--- src/rtl/uart_boot_loader.sv ---
// UART (8N1) boot loader: parses A5-framed WRITE/RUN commands, writes words through a req/gnt port,
// then raises fetch_en. Define UART_BOOT_CSUM_EN to expect a trailing XOR checksum on WRITE frames.
module uart_boot_loader #(
   parameter int CLKS_PER_BIT = 16,
   parameter int ADDR_WIDTH   = 32
) (
   input  logic                  clk,
   input  logic                  rst,
   input  logic                  uart_rx,
   output logic                  mem_req,
   output logic                  mem_we,
   output logic [ADDR_WIDTH-1:0] mem_addr,
   output logic [31:0]           mem_wdata,
   output logic [3:0]            mem_be,
   input  logic                  mem_gnt,
   output logic                  fetch_en,
   output logic                  busy,
   output logic                  err_frame,
   output logic                  err_ovr,
   output logic                  err_cmd
);
   localparam int CW = $clog2(CLKS_PER_BIT);

   typedef enum logic [1:0] {RX_IDLE, RX_START, RX_DATA, RX_STOP} rx_state_t;
   typedef enum logic [2:0] {S_HUNT, S_CMD, S_ADDR, S_LEN, S_DATA, S_CSUM, S_RUN} state_t;

   rx_state_t             r_rx_state, w_rx_next;
   logic                  r_rx_meta, r_rx_sync;
   logic [CW-1:0]         r_rx_cnt;
   logic [2:0]            r_rx_bit;
   logic [7:0]            r_rx_shift;
   logic                  w_half, w_full, w_byte_vld, w_byte_err;
   logic [7:0]            w_byte;

   state_t                r_state, w_next;
   logic [1:0]            r_bcnt;
   logic [23:0]           r_abuf, r_wbuf;
   logic [7:0]            r_len_lo;
   logic [15:0]           r_left;
   logic [ADDR_WIDTH-1:0] r_naddr, r_waddr;
   logic [31:0]           r_wdata;
   logic                  r_req, r_fetch, r_err_frame, r_err_ovr, r_err_cmd;
   logic [31:0]           w_abuf_nxt, w_word;
   logic [15:0]           w_len_nxt;
`ifdef UART_BOOT_CSUM_EN
   logic [7:0]            r_csum;
`endif

   assign w_half = (r_rx_cnt == CW'(CLKS_PER_BIT / 2 - 1));
   assign w_full = (r_rx_cnt == CW'(CLKS_PER_BIT - 1));
   assign w_byte = r_rx_shift;

   always_comb begin
      w_rx_next  = r_rx_state;
      w_byte_vld = 1'b0;
      w_byte_err = 1'b0;
      case (r_rx_state)
         RX_IDLE:  if (!r_rx_sync) w_rx_next = RX_START;
         RX_START: if (w_half) w_rx_next = r_rx_sync ? RX_IDLE : RX_DATA;
         RX_DATA:  if (w_full && r_rx_bit == 3'd7) w_rx_next = RX_STOP;
         RX_STOP:  if (w_full) begin
            w_rx_next  = RX_IDLE;
            w_byte_vld = r_rx_sync;
            w_byte_err = !r_rx_sync;
         end
         default:  w_rx_next = RX_IDLE;
      endcase
   end

   always_ff @(posedge clk) begin
      if (rst) begin
         r_rx_meta  <= 1'b1;
         r_rx_sync  <= 1'b1;
         r_rx_state <= RX_IDLE;
         r_rx_cnt   <= '0;
         r_rx_bit   <= '0;
         r_rx_shift <= '0;
      end else begin
         r_rx_meta  <= uart_rx;
         r_rx_sync  <= r_rx_meta;
         r_rx_state <= w_rx_next;
         if (r_rx_state == RX_IDLE || (r_rx_state == RX_START && w_half) || w_full)
            r_rx_cnt <= '0;
         else
            r_rx_cnt <= r_rx_cnt + CW'(1);
         if (r_rx_state == RX_DATA && w_full) begin
            r_rx_shift <= {r_rx_sync, r_rx_shift[7:1]};
            r_rx_bit   <= r_rx_bit + 3'd1;
         end
      end
   end

   assign w_abuf_nxt = {w_byte, r_abuf};
   assign w_word     = {w_byte, r_wbuf};
   assign w_len_nxt  = {w_byte, r_len_lo};

   always_comb begin
      w_next = r_state;
      case (r_state)
         S_HUNT: if (w_byte_vld && w_byte == 8'hA5) w_next = S_CMD;
         S_CMD:  if (w_byte_vld) begin
            if (w_byte == 8'h01)      w_next = S_ADDR;
            else if (w_byte == 8'h02) w_next = S_RUN;
            else                      w_next = S_HUNT;
         end
         S_ADDR: if (w_byte_vld && r_bcnt == 2'd3) w_next = S_LEN;
`ifdef UART_BOOT_CSUM_EN
         S_LEN:  if (w_byte_vld && r_bcnt == 2'd1) w_next = (w_len_nxt == '0) ? S_CSUM : S_DATA;
         S_DATA: if (r_left == '0) w_next = S_CSUM;
`else
         S_LEN:  if (w_byte_vld && r_bcnt == 2'd1) w_next = (w_len_nxt == '0) ? S_HUNT : S_DATA;
         S_DATA: if (r_left == '0 && (!r_req || mem_gnt)) w_next = S_HUNT;
`endif
         S_CSUM: if (w_byte_vld) w_next = S_HUNT;
         S_RUN:  w_next = S_RUN;
         default: w_next = S_HUNT;
      endcase
      if (w_byte_err && r_state != S_RUN) w_next = S_HUNT;
   end

   // r_naddr is the slot for the next assembled word; it advances only when a word is accepted,
   // so a pending write keeps its address even if a new frame loads a fresh base meanwhile.
   always_ff @(posedge clk) begin
      if (rst) begin
         r_state     <= S_HUNT;
         r_bcnt      <= '0;
         r_abuf      <= '0;
         r_wbuf      <= '0;
         r_len_lo    <= '0;
         r_left      <= '0;
         r_naddr     <= '0;
         r_waddr     <= '0;
         r_wdata     <= '0;
         r_req       <= 1'b0;
         r_fetch     <= 1'b0;
         r_err_frame <= 1'b0;
         r_err_ovr   <= 1'b0;
         r_err_cmd   <= 1'b0;
`ifdef UART_BOOT_CSUM_EN
         r_csum      <= '0;
`endif
      end else begin
         r_state <= w_next;
         if (r_req && mem_gnt) r_req <= 1'b0;
         if (w_byte_err) r_err_frame <= 1'b1;
         if (w_byte_vld) begin
`ifdef UART_BOOT_CSUM_EN
            if (r_state inside {S_CMD, S_ADDR, S_LEN} || (r_state == S_DATA && r_left != '0))
               r_csum <= r_csum ^ w_byte;
`endif
            case (r_state)
               S_HUNT: if (w_byte == 8'hA5) begin
                  r_bcnt <= '0;
`ifdef UART_BOOT_CSUM_EN
                  r_csum <= '0;
`endif
               end
               S_CMD: begin
                  r_bcnt <= '0;
                  if (w_byte == 8'h02) r_fetch <= 1'b1;
                  else if (w_byte != 8'h01) r_err_cmd <= 1'b1;
               end
               S_ADDR: begin
                  r_abuf <= w_abuf_nxt[31:8];
                  r_bcnt <= r_bcnt + 2'd1;
                  if (r_bcnt == 2'd3) r_naddr <= ADDR_WIDTH'(w_abuf_nxt & ~32'd3);
               end
               S_LEN: begin
                  r_len_lo <= w_byte;
                  r_bcnt   <= (r_bcnt == 2'd1) ? 2'd0 : r_bcnt + 2'd1;
                  if (r_bcnt == 2'd1) r_left <= w_len_nxt;
               end
               S_DATA: if (r_left != '0) begin
                  r_wbuf <= w_word[31:8];
                  r_bcnt <= r_bcnt + 2'd1;
                  if (r_bcnt == 2'd3) begin
                     r_left <= r_left - 16'd1;
                     if (r_req) begin
                        r_err_ovr <= 1'b1;
                     end else begin
                        r_req   <= 1'b1;
                        r_wdata <= w_word;
                        r_waddr <= r_naddr;
                        r_naddr <= r_naddr + ADDR_WIDTH'(4);
                     end
                  end
               end
`ifdef UART_BOOT_CSUM_EN
               S_CSUM: if (w_byte != r_csum) r_err_cmd <= 1'b1;
`endif
               default: ;
            endcase
         end
      end
   end

   assign mem_req   = r_req;
   assign mem_we    = r_req;
   assign mem_be    = {4{r_req}};
   assign mem_addr  = r_waddr;
   assign mem_wdata = r_wdata;
   assign fetch_en  = r_fetch;
   assign err_frame = r_err_frame;
   assign err_ovr   = r_err_ovr;
   assign err_cmd   = r_err_cmd;
   assign busy      = (r_state != S_HUNT && r_state != S_RUN) || r_req;
endmodule

--- config.mk ---
export PLATFORM = sky130hd
export DESIGN_NAME = uart_boot_loader
export DESIGN_NICKNAME = d
export VERILOG_FILES = /design/src/rtl/uart_boot_loader.sv
export SDC_FILE = /design/constraint.sdc
export NUM_CORES = 1
export LEC_CHECK = 0
export BUFFER_PORTS_ARGS = -buffer_cell sky130_fd_sc_hd__buf_2
export CORE_UTILIZATION = 27
export CTS_CLUSTER_DIAMETER = 100
export DETAILED_ROUTE_END_ITERATION = 12
export PLACE_DENSITY = 0.48
export SLEW_MARGIN = 20
export SYNTH_ARGS = -nofsm -noshare
export SYNTH_HDL_FRONTEND = slang
export SYNTH_SLANG_ARGS = --single-unit
export TNS_END_PERCENT = 30
--- constraint.sdc ---
create_clock -name clk -period 2.65 [get_ports clk]
set_input_delay 0.3975 -clock clk [delete_from_list [all_inputs] [get_ports clk]]
set_output_delay 0.3975 -clock clk [all_outputs]
set_load 0.02 [all_outputs]
==> metrics <==
status complete, no violations; Initial Utilization 27.6%; top cell type's share of synthesized area 43.6%; reg2reg path depth 7; gpl congestion 0.798; max frequency 421 MHz; htree depth 4; Tot GR Track Use 15.0%; initial antenna violation count 0; CTS root buffer clkbuf_16; Worst-path clk slew 0.08 ns; Max Cap Viol 0; slew margin rel. 48.6%; Netlist Area Pre-Place 8760 um2; Power Density 543 nW/um2; Synth area leaders dfxtp_1, mux2i_1, nor2_1; CTS resizes 0; crit-path cells inv_1 -> ha_1 -> and3_1 -> a2111oi_4 -> buf_12 -> mux2i_1 -> nor2_1; grt ovf 0; fraction of registers with async set or reset after synthesis 0%; chip height 182 um; Setup TNS 0 ns; CP Launch Type register; Die Area 33,200 um2; register area share after synthesis 43.6%; Worst VDD drop 435 uV; antenna viol nets, final 0; Cells after Synth 1,035; IO buf count 76; Main synth FF type dfxtp_1; vias in the first global route 7,050; clk_lat worst skew 0.45 ns; drt pass-1 iters 5; CP max stage cell a2111oi_4; Rows 65; Max stage delay on crit path 0.53 ns; WS Path Type reg2reg; Avg Vias per Cell 4.98; first-pass GRT wire length 39,300 um; buffer count from post-CTS setup fixing 0; Leakage 0.00364 uW; Hold WC Path Type in2reg; post-DP HPWL 16,000 um; max-slew violation count 0; Netlist cell types 70; P&R area growth vs syn 17.7%; CTS Hold Buffers Added 0; largest net degree at the start of global routing 89; synthesized flop and latch total 191; maximum buffer depth of the clock tree 2; dpl cells 1,466; Slew @ Worst Pin 0.770 ns; Antenna diodes 0; required time worst endpoint 2.96 ns; Hold Path Cell Cnt 2; final WL 24,300 um; fraction of layout instances using a drive strength above 1 16.4%; core box area 31,700 um2; clock sink count 191; DRT iter0 DRCs 534; Die X-Extent 182 um; TritonCTS Buffers 17; Final Skew 0.0136 ns; drt drc 0; CTS tree built; synthesis warning total 0; period utilisation layout 89.7%; Post-Layout Cell Count 1,498; setup violators final 0; EDFF count, synth 0; routed len/inst 16.2 um; routed via count 7,461; area leader, netlist dfxtp_1; Post-Syn Area per Cell 8.47 um2; nets 1,095; Hold Vio Cnt, Final 0; crit path DAT 2.69 ns; Fin Hold WS 0.133 ns; Top-Level Pins 79; crit path max fanout 41; total chip power 5600 uW; minimum clock period 2.38 ns; RSZ-0062 raised after global routing no; Worst setup EP type register
## Yosys cell counts (8+ instances only)
master    number
nor2_1       136
nand4_1       11
and2_1         9
a21oi_1       93
o21ai_0       57
buf_4         10
o31ai_1       12
and3_1         9
inv_1         12
mux2i_1       96
clkbuf_1      67
nand2_1      121
nor3_1        14
buf_2          8
nand3_1       16
ha_1           8
nor4_1        10
nand2b_1       9
dfxtp_1      191
or3_1          9
a31oi_1       16
## final cells by class
| cell class | instances | area, um2 |
|---|---|---|
| fillers | 3344 | 21400 |
| multi-input cells | 740 | 4490 |
| flip-flops and latches | 191 | 3820 |
| repair buffers | 121 | 850 |
| well taps | 402 | 503 |
| clock buffers | 21 | 480 |
| clock inverters | 11 | 116 |
| inverters | 12 | 45.0 |
## stage by stage
| step | setup slack, ns | instance area [um2] | util, % |
|---|---|---|---|
| after global routing | 0.0945 | 10300 | 32.5 |
| after detailed placement | 0.255 | 9710 | 30.6 |
| after CTS | 0.248 | 10300 | 32.5 |
| final | 0.273 | 10300 | 32.5 |
| after global placement | 0.323 | 9710 | 30.6 |
| after floorplan | 0.510 | 8770 | - |
## state kept, by name (all words and copies together), names as in the netlist, 3 cells and up
signal / count
r_rx_shift: 8
r_rx_bit: 3
mem_addr: 30
r_abuf: 22
r_state: 3
r_rx_cnt: 4
r_wbuf: 24
mem_wdata: 32
r_naddr: 30
r_left: 16
r_len_lo: 8
## cells by family (layout without fill, tap and decap cells)
logic type               count (synthesis)  in the layout  share of synthesized area, %
multiplexers                            97             97                          11.1
adder cells (fa/ha/maj)                  8              8                          1.14
other                                    1              2                        0.0428
flip-flops                             191            191                          43.6
AO/OA/AOI/OAI                          239            239                          16.9
XOR/XNOR                                 6              6                         0.600
AND/OR/NAND/NOR                        388            388                          21.0
buffers and inverters                  105            165                          5.55
## routing by layer
metal  up-vias  GRT usage (%)  share of wire, %
met4         0           4.81               1.7
met1      3562           21.1                51
met5         -              0                 0
met3        26           3.25               4.2
li1       3739              -                 -
met2       134           22.5                43
## cells in the final DEF, fill, tap and decap left out, drive strengths merged, types with 8 or more instances in the layout
| cell type | n |
|---|---|
| nand2b | 9 |
| dfxtp | 191 |
| nor4 | 11 |
| a211oi | 9 |
| mux2i | 96 |
| o21ai | 57 |
| nand3 | 17 |
| a21oi | 93 |
| nor2 | 136 |
| o31ai | 12 |
| and3 | 9 |
| clkbuf | 21 |
| nand2 | 121 |
| a31oi | 16 |
| and2 | 9 |
| or3 | 10 |
| nor3 | 15 |
| ha | 8 |
| nand4 | 13 |
| buf | 121 |
| inv | 19 |
## power by group
group | internal, uW | switching [uW]
clock | 1420 | 1220
sequential | 2870 | 3.24
combinational | 19.0 | 59.6
## worst paths after layout
| kind | slack [ns] | to | start |
|---|---|---|---|
| max | 0.27 | mem_wdata[18] | r_left[0] |
| min | 0.13 | r_rx_meta | uart_rx |
| max reg2reg | 0.27 | mem_wdata[18] | r_left[0] |
| min reg2reg | 0.42 | r_rx_sync | r_rx_meta |
## critical path, delay by kind of cell, from the launching register on
kind                     cells  cell delay [ns]
AO/OA/AOI/OAI                1             0.53
adder cells (fa/ha/maj)      1             0.29
buffers and inverters        2             0.40
flip-flops                   1             0.36
multiplexers                 1             0.23
AND/OR/NAND/NOR              2             0.38
No activity file was read; power rests on OpenSTA's default activity.
